--- config.mk ---
export PLATFORM = sky130hd
export DESIGN_NAME = fetch_queue
export DESIGN_NICKNAME = d
export VERILOG_FILES = /design/src/rtl/fetch_queue_pkg.sv /design/src/rtl/fq_aligner.sv /design/src/rtl/fetch_queue.sv
export SDC_FILE = /design/constraint.sdc
export NUM_CORES = 1
export LEC_CHECK = 0
export ABC_AREA = 1
export BUFFER_PORTS_ARGS = -buffer_cell sky130_fd_sc_hd__buf_4
export CORE_MARGIN = 10
export CORE_UTILIZATION = 50
export CTS_CLUSTER_DIAMETER = 150
export DETAILED_ROUTE_END_ITERATION = 12
export PLACE_DENSITY_LB_ADDON = 0.15
export SYNTH_ARGS = -nofsm -noshare
export SYNTH_HDL_FRONTEND = slang
export SYNTH_SLANG_ARGS = --single-unit
--- constraint.sdc ---
create_clock -name clk -period 5.5 [get_ports clk]
set_clock_uncertainty 0.15 [all_clocks]
set_input_delay 1.65 -clock clk [delete_from_list [all_inputs] [get_ports clk]]
set_output_delay 1.65 -clock clk [all_outputs]
set_load 0.005 [all_outputs]
--- src/rtl/fetch_queue_pkg.sv ---
// Shared constants and FSM encoding for the instruction fetch queue.
package fetch_queue_pkg;
  localparam logic [31:0] NOP_INSTR    = 32'h0000_0013;
  localparam logic [1:0]  RVC_OPC_MASK = 2'b11;

  typedef enum logic [1:0] {
    IDLE = 2'd0,
    WAIT = 2'd1,
    DROP = 2'd2
  } fqState_e;
endpackage

--- src/rtl/fq_aligner.sv ---
// Combinational instruction extraction from the head/next queue words.
// Compressed (16-bit) handling only when FETCH_QUEUE_RVC_EN is defined.
module fq_aligner
  import fetch_queue_pkg::*;
(
  input  logic [31:0] head,
  input  logic [31:0] next,
  input  logic        hw,
  input  logic        headVld,
  input  logic        nextVld,
  output logic [31:0] instr,
  output logic        is16,
  output logic        valid
);
`ifdef FETCH_QUEUE_RVC_EN
  logic [15:0] half;

  always_comb begin
    half  = hw ? head[31:16] : head[15:0];
    is16  = (half[1:0] & RVC_OPC_MASK) != RVC_OPC_MASK;
    instr = head;
    valid = headVld;
    if (is16) begin
      instr = {16'h0000, half};
    end else if (hw) begin
      // 32-bit instruction straddles the word boundary
      instr = {next[15:0], head[31:16]};
      valid = headVld & nextVld;
    end
  end
`else
  logic unusedInputs;
  assign unusedInputs = ^{next, hw, nextVld};
  assign instr = head;
  assign is16  = 1'b0;
  assign valid = headVld;
`endif
endmodule

--- src/rtl/fetch_queue.sv ---
// Instruction prefetch buffer: icache req/ack fetch FSM, word FIFO and RVC aligner.
// Optional macro FETCH_QUEUE_RVC_EN enables compressed-instruction alignment.
module fetch_queue
  import fetch_queue_pkg::*;
#(
  parameter int                    DEPTH      = 4,
  parameter int                    ADDR_WIDTH = 32,
  parameter logic [ADDR_WIDTH-1:0] RESET_PC   = '0
) (
  input  logic                  clk,
  input  logic                  rst,
  input  logic                  Redirect,
  input  logic [ADDR_WIDTH-1:0] RedirectPC,
  input  logic                  Stall,
  output logic                  IcacheReq,
  output logic [ADDR_WIDTH-1:0] IcacheAddr,
  input  logic                  IcacheAck,
  input  logic [31:0]           IcacheData,
  output logic                  FQ_Valid,
  output logic [31:0]           FQ_Instr,
  output logic [ADDR_WIDTH-1:0] FQ_PC,
  output logic                  FQ_16BitFlag
);
  localparam int PW = $clog2(DEPTH);

  logic [31:0]           mem [DEPTH];
  logic [PW-1:0]         rdPtr, wrPtr, nextPtr;
  logic [PW:0]           count;
  logic [ADDR_WIDTH-1:0] fetchPC, headAddr, redirWord;
  fqState_e              state, stateNxt;
  logic                  reqInt, push, pop, consume, outstanding;
  logic                  hw, alValid, alIs16;
  logic [31:0]           alInstr;
  logic                  unusedPcBits;

  assign unusedPcBits = ^RedirectPC[1:0];
  assign redirWord    = {RedirectPC[ADDR_WIDTH-1:2], 2'b00};
  assign nextPtr      = rdPtr + 1'b1;

  // Only one request is ever outstanding, so IDLE sees no in-flight word.
  assign reqInt      = (state == WAIT) || ((state == IDLE) && (count < (PW+1)'(DEPTH)));
  assign IcacheReq   = reqInt & ~rst;
  assign IcacheAddr  = fetchPC;
  assign push        = IcacheAck & IcacheReq & ~Redirect;
  assign outstanding = IcacheReq & ~IcacheAck;
  assign consume     = alValid & ~Stall & ~Redirect;

  always_comb begin
    stateNxt = state;
    case (state)
      IDLE:    if (outstanding) stateNxt = WAIT;
      WAIT:    if (IcacheAck) stateNxt = IDLE;
      DROP:    if (IcacheAck) stateNxt = IDLE;
      default: stateNxt = IDLE;
    endcase
    if (Redirect && outstanding) stateNxt = DROP;
  end

`ifdef FETCH_QUEUE_RVC_EN
  logic hwNxt;

  always_comb begin
    pop   = consume;
    hwNxt = hw;
    if (consume && alIs16) begin
      hwNxt = ~hw;
      pop   = hw;
    end
  end

  always_ff @(posedge clk) begin
    if (rst)           hw <= 1'b0;
    else if (Redirect) hw <= RedirectPC[1];
    else               hw <= hwNxt;
  end
`else
  assign hw  = 1'b0;
  assign pop = consume;
`endif

  always_ff @(posedge clk) begin
    if (rst) begin
      state    <= IDLE;
      rdPtr    <= '0;
      wrPtr    <= '0;
      count    <= '0;
      fetchPC  <= RESET_PC;
      headAddr <= RESET_PC;
    end else begin
      state <= stateNxt;
      if (Redirect) begin
        rdPtr    <= '0;
        wrPtr    <= '0;
        count    <= '0;
        fetchPC  <= redirWord;
        headAddr <= redirWord;
      end else begin
        if (push) begin
          wrPtr   <= wrPtr + 1'b1;
          fetchPC <= fetchPC + ADDR_WIDTH'(4);
        end
        if (pop) begin
          rdPtr    <= rdPtr + 1'b1;
          headAddr <= headAddr + ADDR_WIDTH'(4);
        end
        count <= count + (PW+1)'(push) - (PW+1)'(pop);
      end
    end
  end

  always_ff @(posedge clk) begin
    if (push) mem[wrPtr] <= IcacheData;
  end

  fq_aligner uAligner (
    .head    (mem[rdPtr]),
    .next    (mem[nextPtr]),
    .hw      (hw),
    .headVld (count != '0),
    .nextVld (count > (PW+1)'(1)),
    .instr   (alInstr),
    .is16    (alIs16),
    .valid   (alValid)
  );

  assign FQ_Valid     = alValid;
  assign FQ_Instr     = alValid ? alInstr : NOP_INSTR;
  assign FQ_16BitFlag = alValid & alIs16;
  assign FQ_PC        = headAddr + {{(ADDR_WIDTH-2){1'b0}}, hw, 1'b0};
endmodule

==> impl_metrics.toml, run 1 <==
[power]
p_clk_frac = 0.381
leakage_nw = 4.551
intPower_mw = 2.387
netSwitchingFraction = 0.2653
irDropWorstVdd_v = 0.0002833
comb_power_share = 0.099
p_sw_uw = 861.9
seq_power_share = 0.519
powerDensity_nw_per_um2 = 273.3

[floorplanning]
dieArea_sq_um = 25810
die_y_um = 160.7
core_sq_um = 19460
io_pins = 168
rows = 51
initial_utilization = 0.5083
die_w_um = 160.7

[yosys]
ys_dominant_reg_cell = "edfxtp_1"
ys_ff_latch = 199
syn_area_sq_um = 9893
yosys_warnings = 0
synthCells = 1189
syn_area_per_cell_sq_um = 8.321
synthArstFlopShare = 0
synth_edf_count = 128
synth_cell_types = 38
ys_seq_area_frac = 0.5322

[worst_setup_path]
required_ps = 3700
crit_arrival_ps = 2250
cp_top_family = "buffers and inverters"
crit_chain = "inv_2, nor2_1, o311ai_0, buf_4"
crit_slowest_cell = "inv_2"
cp-end-kind = "primary output"
worstPathMaxFanout = 64
worstSetupPathType = "flip-flop to primary output"
max_stage_delay_ps = 670
crit_buf_inv = 2
startpoint_type = "flip-flop"

[place]
place_area_sq_um = 11290
io_buffers = 160
dp_hpwl_um = 19270
gp_congestion = 0.9192
post-place-ws_ps = 1523

[cts]
cts_tree = "yes"
cts_buffers = 17
path_clk_slew_ps = 80
clock_sinks = 199
clockBufferDepth = 2
cts_post_setup_buffers_inserted = 0
cts_resized = 0
root_buffer = "clkbuf_16"
cts_htree_levels = 4
cts.hold.buffers_added = 0
insertion_delay_ps = 440

[global_route]
track_usage = 0.2057
grt_pass1_vias = 7940
grt-ovfl-total = 0
grt_max_degree = 65
grt_pass1_wl_um = 42440
antenna_found_initial = 0

[final_layout]
fillers = 1724
post-route-util = 0.6106
seqCellArea_sq_um = 5266
antenna_cells = 0
nNetsFinal = 1414
area_delta_synth_final_pct = 20.12
layout_common_cells = "nand2_1 (256), nor2_1 (212), buf_4 (173), edfxtp_1 (128), inv_1 (99)"
multi_input_area_sq_um = 3989
design_area_sq_um = 11880
drive_gt1_frac = 0.2019
mostFrequentLayoutCell = "nand2_1"

[run]
maxCapViolations = 0

[timing]
setup_slack_ps = 1451
post-route-min-period_ps = 4049
hold_slack_ps = 323.3
fmax_ghz = 0.2470
maxSlewHeadroom = 0.3114
drv_slew = 0
setup-tns-final_ps = 0
rsz0062_at_grt = "false"
worstMarginPinSlew_ps = 1029
finalCritPeriodShare = 0.7362
finalSetupViolCount = 0
hold_viol = 0

[drt]
post_drt_wl_per_cell_um = 16.99
num_vias = 8501
drcViolationCount = 0
drt_wl_total_um = 27390
via_per_inst = 5.274
drt-pass1-iter-count = 5
first_iter_violations = 662
ant_nets = 0

[min_path]
holdCritPathClass = "flip-flop to flip-flop"

[run_status]
status = "complete, no violations"
-- cell usage after synthesis (all sizes together) (4+ instances only) --
master / n / share of area
a21oi: 79 / 0.041
a31oi: 16 / 0.010
buf: 32 / 0.019
clkbuf: 19 / 0.0072
dfxtp: 71 / 0.14
edfxtp: 128 / 0.39
ha: 10 / 0.013
inv: 107 / 0.041
nand2: 273 / 0.11
nand3: 74 / 0.040
nand4: 4 / 0.0025
nor2: 243 / 0.10
o21ai: 101 / 0.051
xnor2: 6 / 0.0053
xor2: 10 / 0.0089
-- layer usage --
metal,vias to the layer above,global-route usage,routed length [um]
li1,4180,-,-
met1,3963,0.2596,11510
met2,329,0.3469,13200
met3,29,0.04652,2232
met4,0,0.05634,448
met5,-,0,0
-- cell families (layout without fill, tap and decap cells) --
| group | after synthesis | in the layout | share of synthesized area |
|---|---|---|---|
| compound gates | 205 | 205 | 0.1109 |
| xor+xnor | 16 | 16 | 0.01416 |
| fa+ha+maj | 11 | 11 | 0.01467 |
| buf+inv | 158 | 312 | 0.06716 |
| flops | 199 | 199 | 0.5322 |
| other cells | 1 | 5 | 0.0003790 |
| simple gates | 599 | 599 | 0.2605 |
-- cell type report --
| type | instances | share of cell area |
|---|---|---|
| well taps | 265 | 0.02790 |
| multi-input cells | 836 | 0.3356 |
| repair buffers | 173 | 0.1093 |
| clock buffers | 17 | 0.03580 |
| clock inverters | 15 | 0.01442 |
| inverters | 107 | 0.03380 |
| flip-flops and latches | 199 | 0.4431 |
-- power by group through the flow --
| stage | clock network [mW] | logic, mW | registers, mW |
|---|---|---|---|
| 5_1_grt | 1.31 | 0.360 | 1.69 |
| 2_1_floorplan | 0 | 0.170 | 1.71 |
| 6_report | 1.24 | 0.323 | 1.69 |
| 3_3_place_gp | 0 | 0.317 | 1.72 |
| 3_5_place_dp | 0 | 0.325 | 1.72 |
| 4_1_cts | 1.25 | 0.326 | 1.69 |
-- sequential cells by signal, indices dropped and copies added, names as in the netlist, named ones only --
signal and count:
rdPtr 2, wrPtr 2, headAddr 30, IcacheAddr 30, state 2, count 3, mem 128
-- metrics by stage --
stage,power (mW),std cells
finish,3.248,1612
floorplan,1.877,1193
global route,3.363,1612
detailed placement,2.044,1580
global placement,2.036,1580
CTS,3.266,1612
-- tightest hold or removal path, delay by kind of cell, from the launching register on --
kind / cells / cell delay (ps)
flops: 1 / 320
simple gates: 1 / 60
compound gates: 1 / 50
-- final timing paths --
check | start | end | slack (ps) | depth (start not counted)
max reg2reg | state[0] | count[2] | 2910 | 13
min | state[1] | state[1] | 320 | 2
min reg2reg | state[1] | state[1] | 320 | 2
max | flip-flop | FQ_Instr[0] | 1450 | 4
(Power assumes the default switching activity.)
==> inputs of run 2 (changes only) <==
==> constraint.sdc (replaced) <==
create_clock -name clk -period 3.7 [get_ports clk]
set_clock_uncertainty 0.15 [all_clocks]
set_input_delay 1.11 -clock clk [delete_from_list [all_inputs] [get_ports clk]]
set_output_delay 1.11 -clock clk [all_outputs]
set_load 0.005 [all_outputs]
==> impl_metrics.toml, run 2 (same netlist as run 1, synthesis figures left out) <==
[floorplanning]
die_w_um = 160.7
core_sq_um = 19460
die_y_um = 160.7
rows = 51
dieArea_sq_um = 25810
io_pins = 168
initial_utilization = 0.5083

[cts]
cts_resized = 0
root_buffer = "clkbuf_16"
cts_post_setup_buffers_inserted = 0
cts_htree_levels = 4
cts_tree = "yes"
path_clk_slew_ps = 70
cts.hold.buffers_added = 0
clock_sinks = 199
cts_buffers = 17
insertion_delay_ps = 440
clockBufferDepth = 2

[timing]
drv_slew = 0
worstMarginPinSlew_ps = 725.9
setup_slack_ps = 205.6
finalCritPeriodShare = 0.9444
maxSlewHeadroom = 0.5161
fmax_ghz = 0.2862
setup-tns-final_ps = 0
post-route-min-period_ps = 3494
hold_slack_ps = 313.3
rsz0062_at_grt = "false"
finalSetupViolCount = 0
hold_viol = 0

[final_layout]
layout_common_cells = "nand2_1 (256), nor2_1 (212), buf_4 (178), edfxtp_1 (128), inv_1 (99)"
top_register = "mem"
area_delta_synth_final_pct = 20.46
drive_gt1_frac = 0.2049
fin_cells = 1617
largest_reg_flops = 128
nNetsFinal = 1419
antenna_cells = 0
mostFrequentLayoutCell = "nand2_1"

[place]
io_buffers = 160
dp_hpwl_um = 19420
dp.cells = 1585
post-place-ws_ps = 597.4
gp_congestion = 0.9116

[worst_setup_path]
required_ps = 2440
crit_arrival_ps = 2230
worstPathMaxFanout = 64
cp-end-kind = "primary output"
startpoint_type = "flip-flop"
worstSetupPathType = "flip-flop to primary output"

[global_route]
grt_max_degree = 65
grt_pass1_vias = 8091
track_usage = 0.2062
grt_pass1_wl_um = 42950
antenna_found_initial = 0
grt-ovfl-total = 0

[run_status]
status = "complete, no violations"

[power]
irDropWorstVdd_v = 0.0003321
powerDensity_nw_per_um2 = 405.0
leakage_nw = 4.570

[drt]
drt_wl_total_um = 27520
first_iter_violations = 702
drt-pass1-iter-count = 5
num_vias = 8550
drcViolationCount = 0
post_drt_wl_per_cell_um = 17.02
ant_nets = 0
via_per_inst = 5.288

[run]
maxCapViolations = 0

[min_path]
holdCritPathClass = "flip-flop to flip-flop"
run 2: cell types whose count changed in the layout (fill, tap and decap cells not counted):
cell / previous run / this run
buf_4: 173 / 178
clkinv_2: 1 / 0
clkinv_4: 1 / 2
inv_12: 1 / 0
inv_6: 4 / 5
run 2: report_power, final:
group | internal (mW) | switching [mW]
registers | 2.43 | 0.0776
logic | 0.206 | 0.273
clock network | 0.911 | 0.931
total | 3.55 | 1.28
run 2: worst paths after layout:
path,cells after the start,slack (ps),start,endpoint
worst min register to register,2,310,state[1],state[1]
worst min-delay path,2,310,state[1],state[1]
worst max-delay path,4,210,flip-flop,FQ_Instr[1]
worst max register to register,13,1090,state[0],count[2]
run 2: per-stage QoR:
stage	power [mW]	instance area (sq um)	util
finish	4.827	11920	0.6123
global placement	3.025	11320	0.5819
floorplan	2.790	9908	-
detailed placement	3.036	11320	0.5819
CTS	4.848	11920	0.6123
global route	4.996	11920	0.6123
run 2: worst max-delay path, cell delays in order (launching register included):
cell,delay [ps]
dfxtp_2,330
buf_4,580
nor2_1,110
o311ai_0,560
buf_4,210
run 2: cell type report:
type / count / area, sq um
Tap cell: 265 / 331.6
Inverter: 107 / 401.6
Clock inverter: 15 / 167.7
Timing Repair Buffer: 178 / 1336
Clock buffer: 17 / 425.4
Sequential cell: 199 / 5266
Multi-Input combinational cell: 836 / 3989
Fill cell: 1692 / 7545
run 2: layer usage:
| metal | GRT usage | share of wire | up-vias | routed length, um |
|---|---|---|---|---|
| met1 | 0.2604 | 0.43 | 3962 | 11720 |
| met5 | 0 | 0 | - | 0 |
| met2 | 0.3371 | 0.47 | 340 | 12960 |
| met3 | 0.05061 | 0.078 | 45 | 2146 |
| met4 | 0.07262 | 0.025 | 0 | 690 |
| li1 | - | - | 4203 | - |
==> inputs of run 3 (changes only) <==
==> constraint.sdc (replaced) <==
create_clock -name clk -period 3.7 [get_ports clk]
set_clock_uncertainty 0.15 [all_clocks]
set_input_delay 0.74 -clock clk [delete_from_list [all_inputs] [get_ports clk]]
set_output_delay 0.74 -clock clk [all_outputs]
set_load 0.005 [all_outputs]
==> impl_metrics.toml, run 3 (same netlist as run 1, synthesis figures left out) <==
[run_status]
status = "complete, no violations"

[cts]
insertion_delay_ps = 440
clockBufferDepth = 2
cts_htree_levels = 4
path_clk_slew_ps = 80
cts_buffers = 17
clock_sinks = 199
cts.hold.buffers_added = 0
root_buffer = "clkbuf_16"
cts_tree = "yes"
cts_resized = 0
cts_post_setup_buffers_inserted = 0

[timing]
fmax_ghz = 0.3080
hold_viol = 0
rsz0062_at_grt = "false"
worstMarginPinSlew_ps = 705.3
finalSetupViolCount = 0
setup-tns-final_ps = 0
finalCritPeriodShare = 0.8776
post-route-min-period_ps = 3247
maxSlewHeadroom = 0.5298
drv_slew = 0

[worst_setup_path]
worstSetupPathType = "flip-flop to flip-flop"
crit_top_cell = "inv_1"
startpoint_type = "flip-flop"
crit_arrival_ps = 3420
worstPathMaxFanout = 24
crit_slowest_cell = "nor2_4"
crit_chain = "inv_1, ha_1, inv_1, o21bai_4, nand3_4, nor2_4, inv_1, ha_1, inv_1, ha_1, fa_1, o21ai_0, a21oi_1"
cp-end-kind = "flip-flop"
max_stage_delay_ps = 530
required_ps = 3870

[final_layout]
post-route-util = 0.6131
top_register = "mem"
antenna_cells = 0
largest_reg_flops = 128
area_delta_synth_final_pct = 20.61
nNetsFinal = 1415
drive_gt1_frac = 0.2025
fillers = 1722
mostFrequentLayoutCell = "nand2_1"
layout_common_cells = "nand2_1 (256), nor2_1 (212), buf_4 (174), edfxtp_1 (128), inv_1 (99)"

[drt]
ant_nets = 0
drt_wl_total_um = 27480
first_iter_violations = 712
num_vias = 8434
drcViolationCount = 0
drt-pass1-iter-count = 5
via_per_inst = 5.229
post_drt_wl_per_cell_um = 17.04

[run]
maxCapViolations = 0

[global_route]
grt_pass1_vias = 8195
grt_pass1_wl_um = 42750
track_usage = 0.2067
antenna_found_initial = 0
grt_max_degree = 65
grt-ovfl-total = 0

[floorplanning]
die_y_um = 160.7
initial_utilization = 0.5083
core_sq_um = 19460
rows = 51
dieArea_sq_um = 25810
io_pins = 168
die_w_um = 160.7

[place]
gp_congestion = 0.9200
io_buffers = 160
dp_hpwl_um = 19340

[power]
leakage_nw = 4.574
irDropWorstVdd_v = 0.0003406
powerDensity_nw_per_um2 = 413.8

[min_path]
holdCritPathClass = "flip-flop to flip-flop"
[run 3: worst paths after layout]
| path | start | end | slack, ps | cells past startpoint |
|---|---|---|---|---|
| worst max-delay path | state[0] | count[2] | 450 | 13 |
| worst min-delay path | state[1] | state[1] | 320 | 2 |
| worst max register to register | state[0] | count[2] | 450 | 13 |
| worst min register to register | state[1] | state[1] | 320 | 2 |
[run 3: area by class of cell]
cell class                 count  area, sq um  area share
multi-input combinational    836         3989      0.3343
sequential                   199         5266      0.4413
clock inverter                15        212.7     0.01783
inverter                     107        401.6     0.03366
clock buffer                  17        425.4     0.03565
tap                          265        331.6     0.02779
timing repair buffer         174         1306      0.1095
[run 3: routing by layer]
layer | global-route usage | share of wire | up-vias
li1 | - | - | 4188
met1 | 0.2507 | 0.42 | 3919
met2 | 0.3494 | 0.48 | 290
met3 | 0.05061 | 0.072 | 37
met4 | 0.07513 | 0.025 | 0
met5 | 0 | 0 | -
[run 3: critical path, delay by kind of cell (launching register included)]
kind / cells / cell delay [ps]
adders and majority gates: 4 / 1110
and+or+nand+nor: 2 / 670
buffers and inverters: 4 / 500
AOI/OAI and AO/OA: 3 / 380
DFF: 1 / 320
[run 3: where the power goes]
part	internal (mW)	switching, mW
Combinational	0.205	0.275
Clock	1.00	0.950
Sequential	2.43	0.0779
[run 3: per-stage QoR]
stage          instance area [sq um]  hold WS (ps)  total power, mW  worst slack [ps]  cells
2_1_floorplan                   9908         289.2            2.790             442.7   1193
3_3_place_gp                   11290         300.3            3.025             414.2   1581
3_5_place_dp                   11290         310.2            3.038             356.8   1581
4_1_cts                        11930         321.3            4.976             460.3   1613
5_1_grt                        11930         332.7            5.114             259.5   1613
6_report                       11930         319.7            4.938             452.8   1613
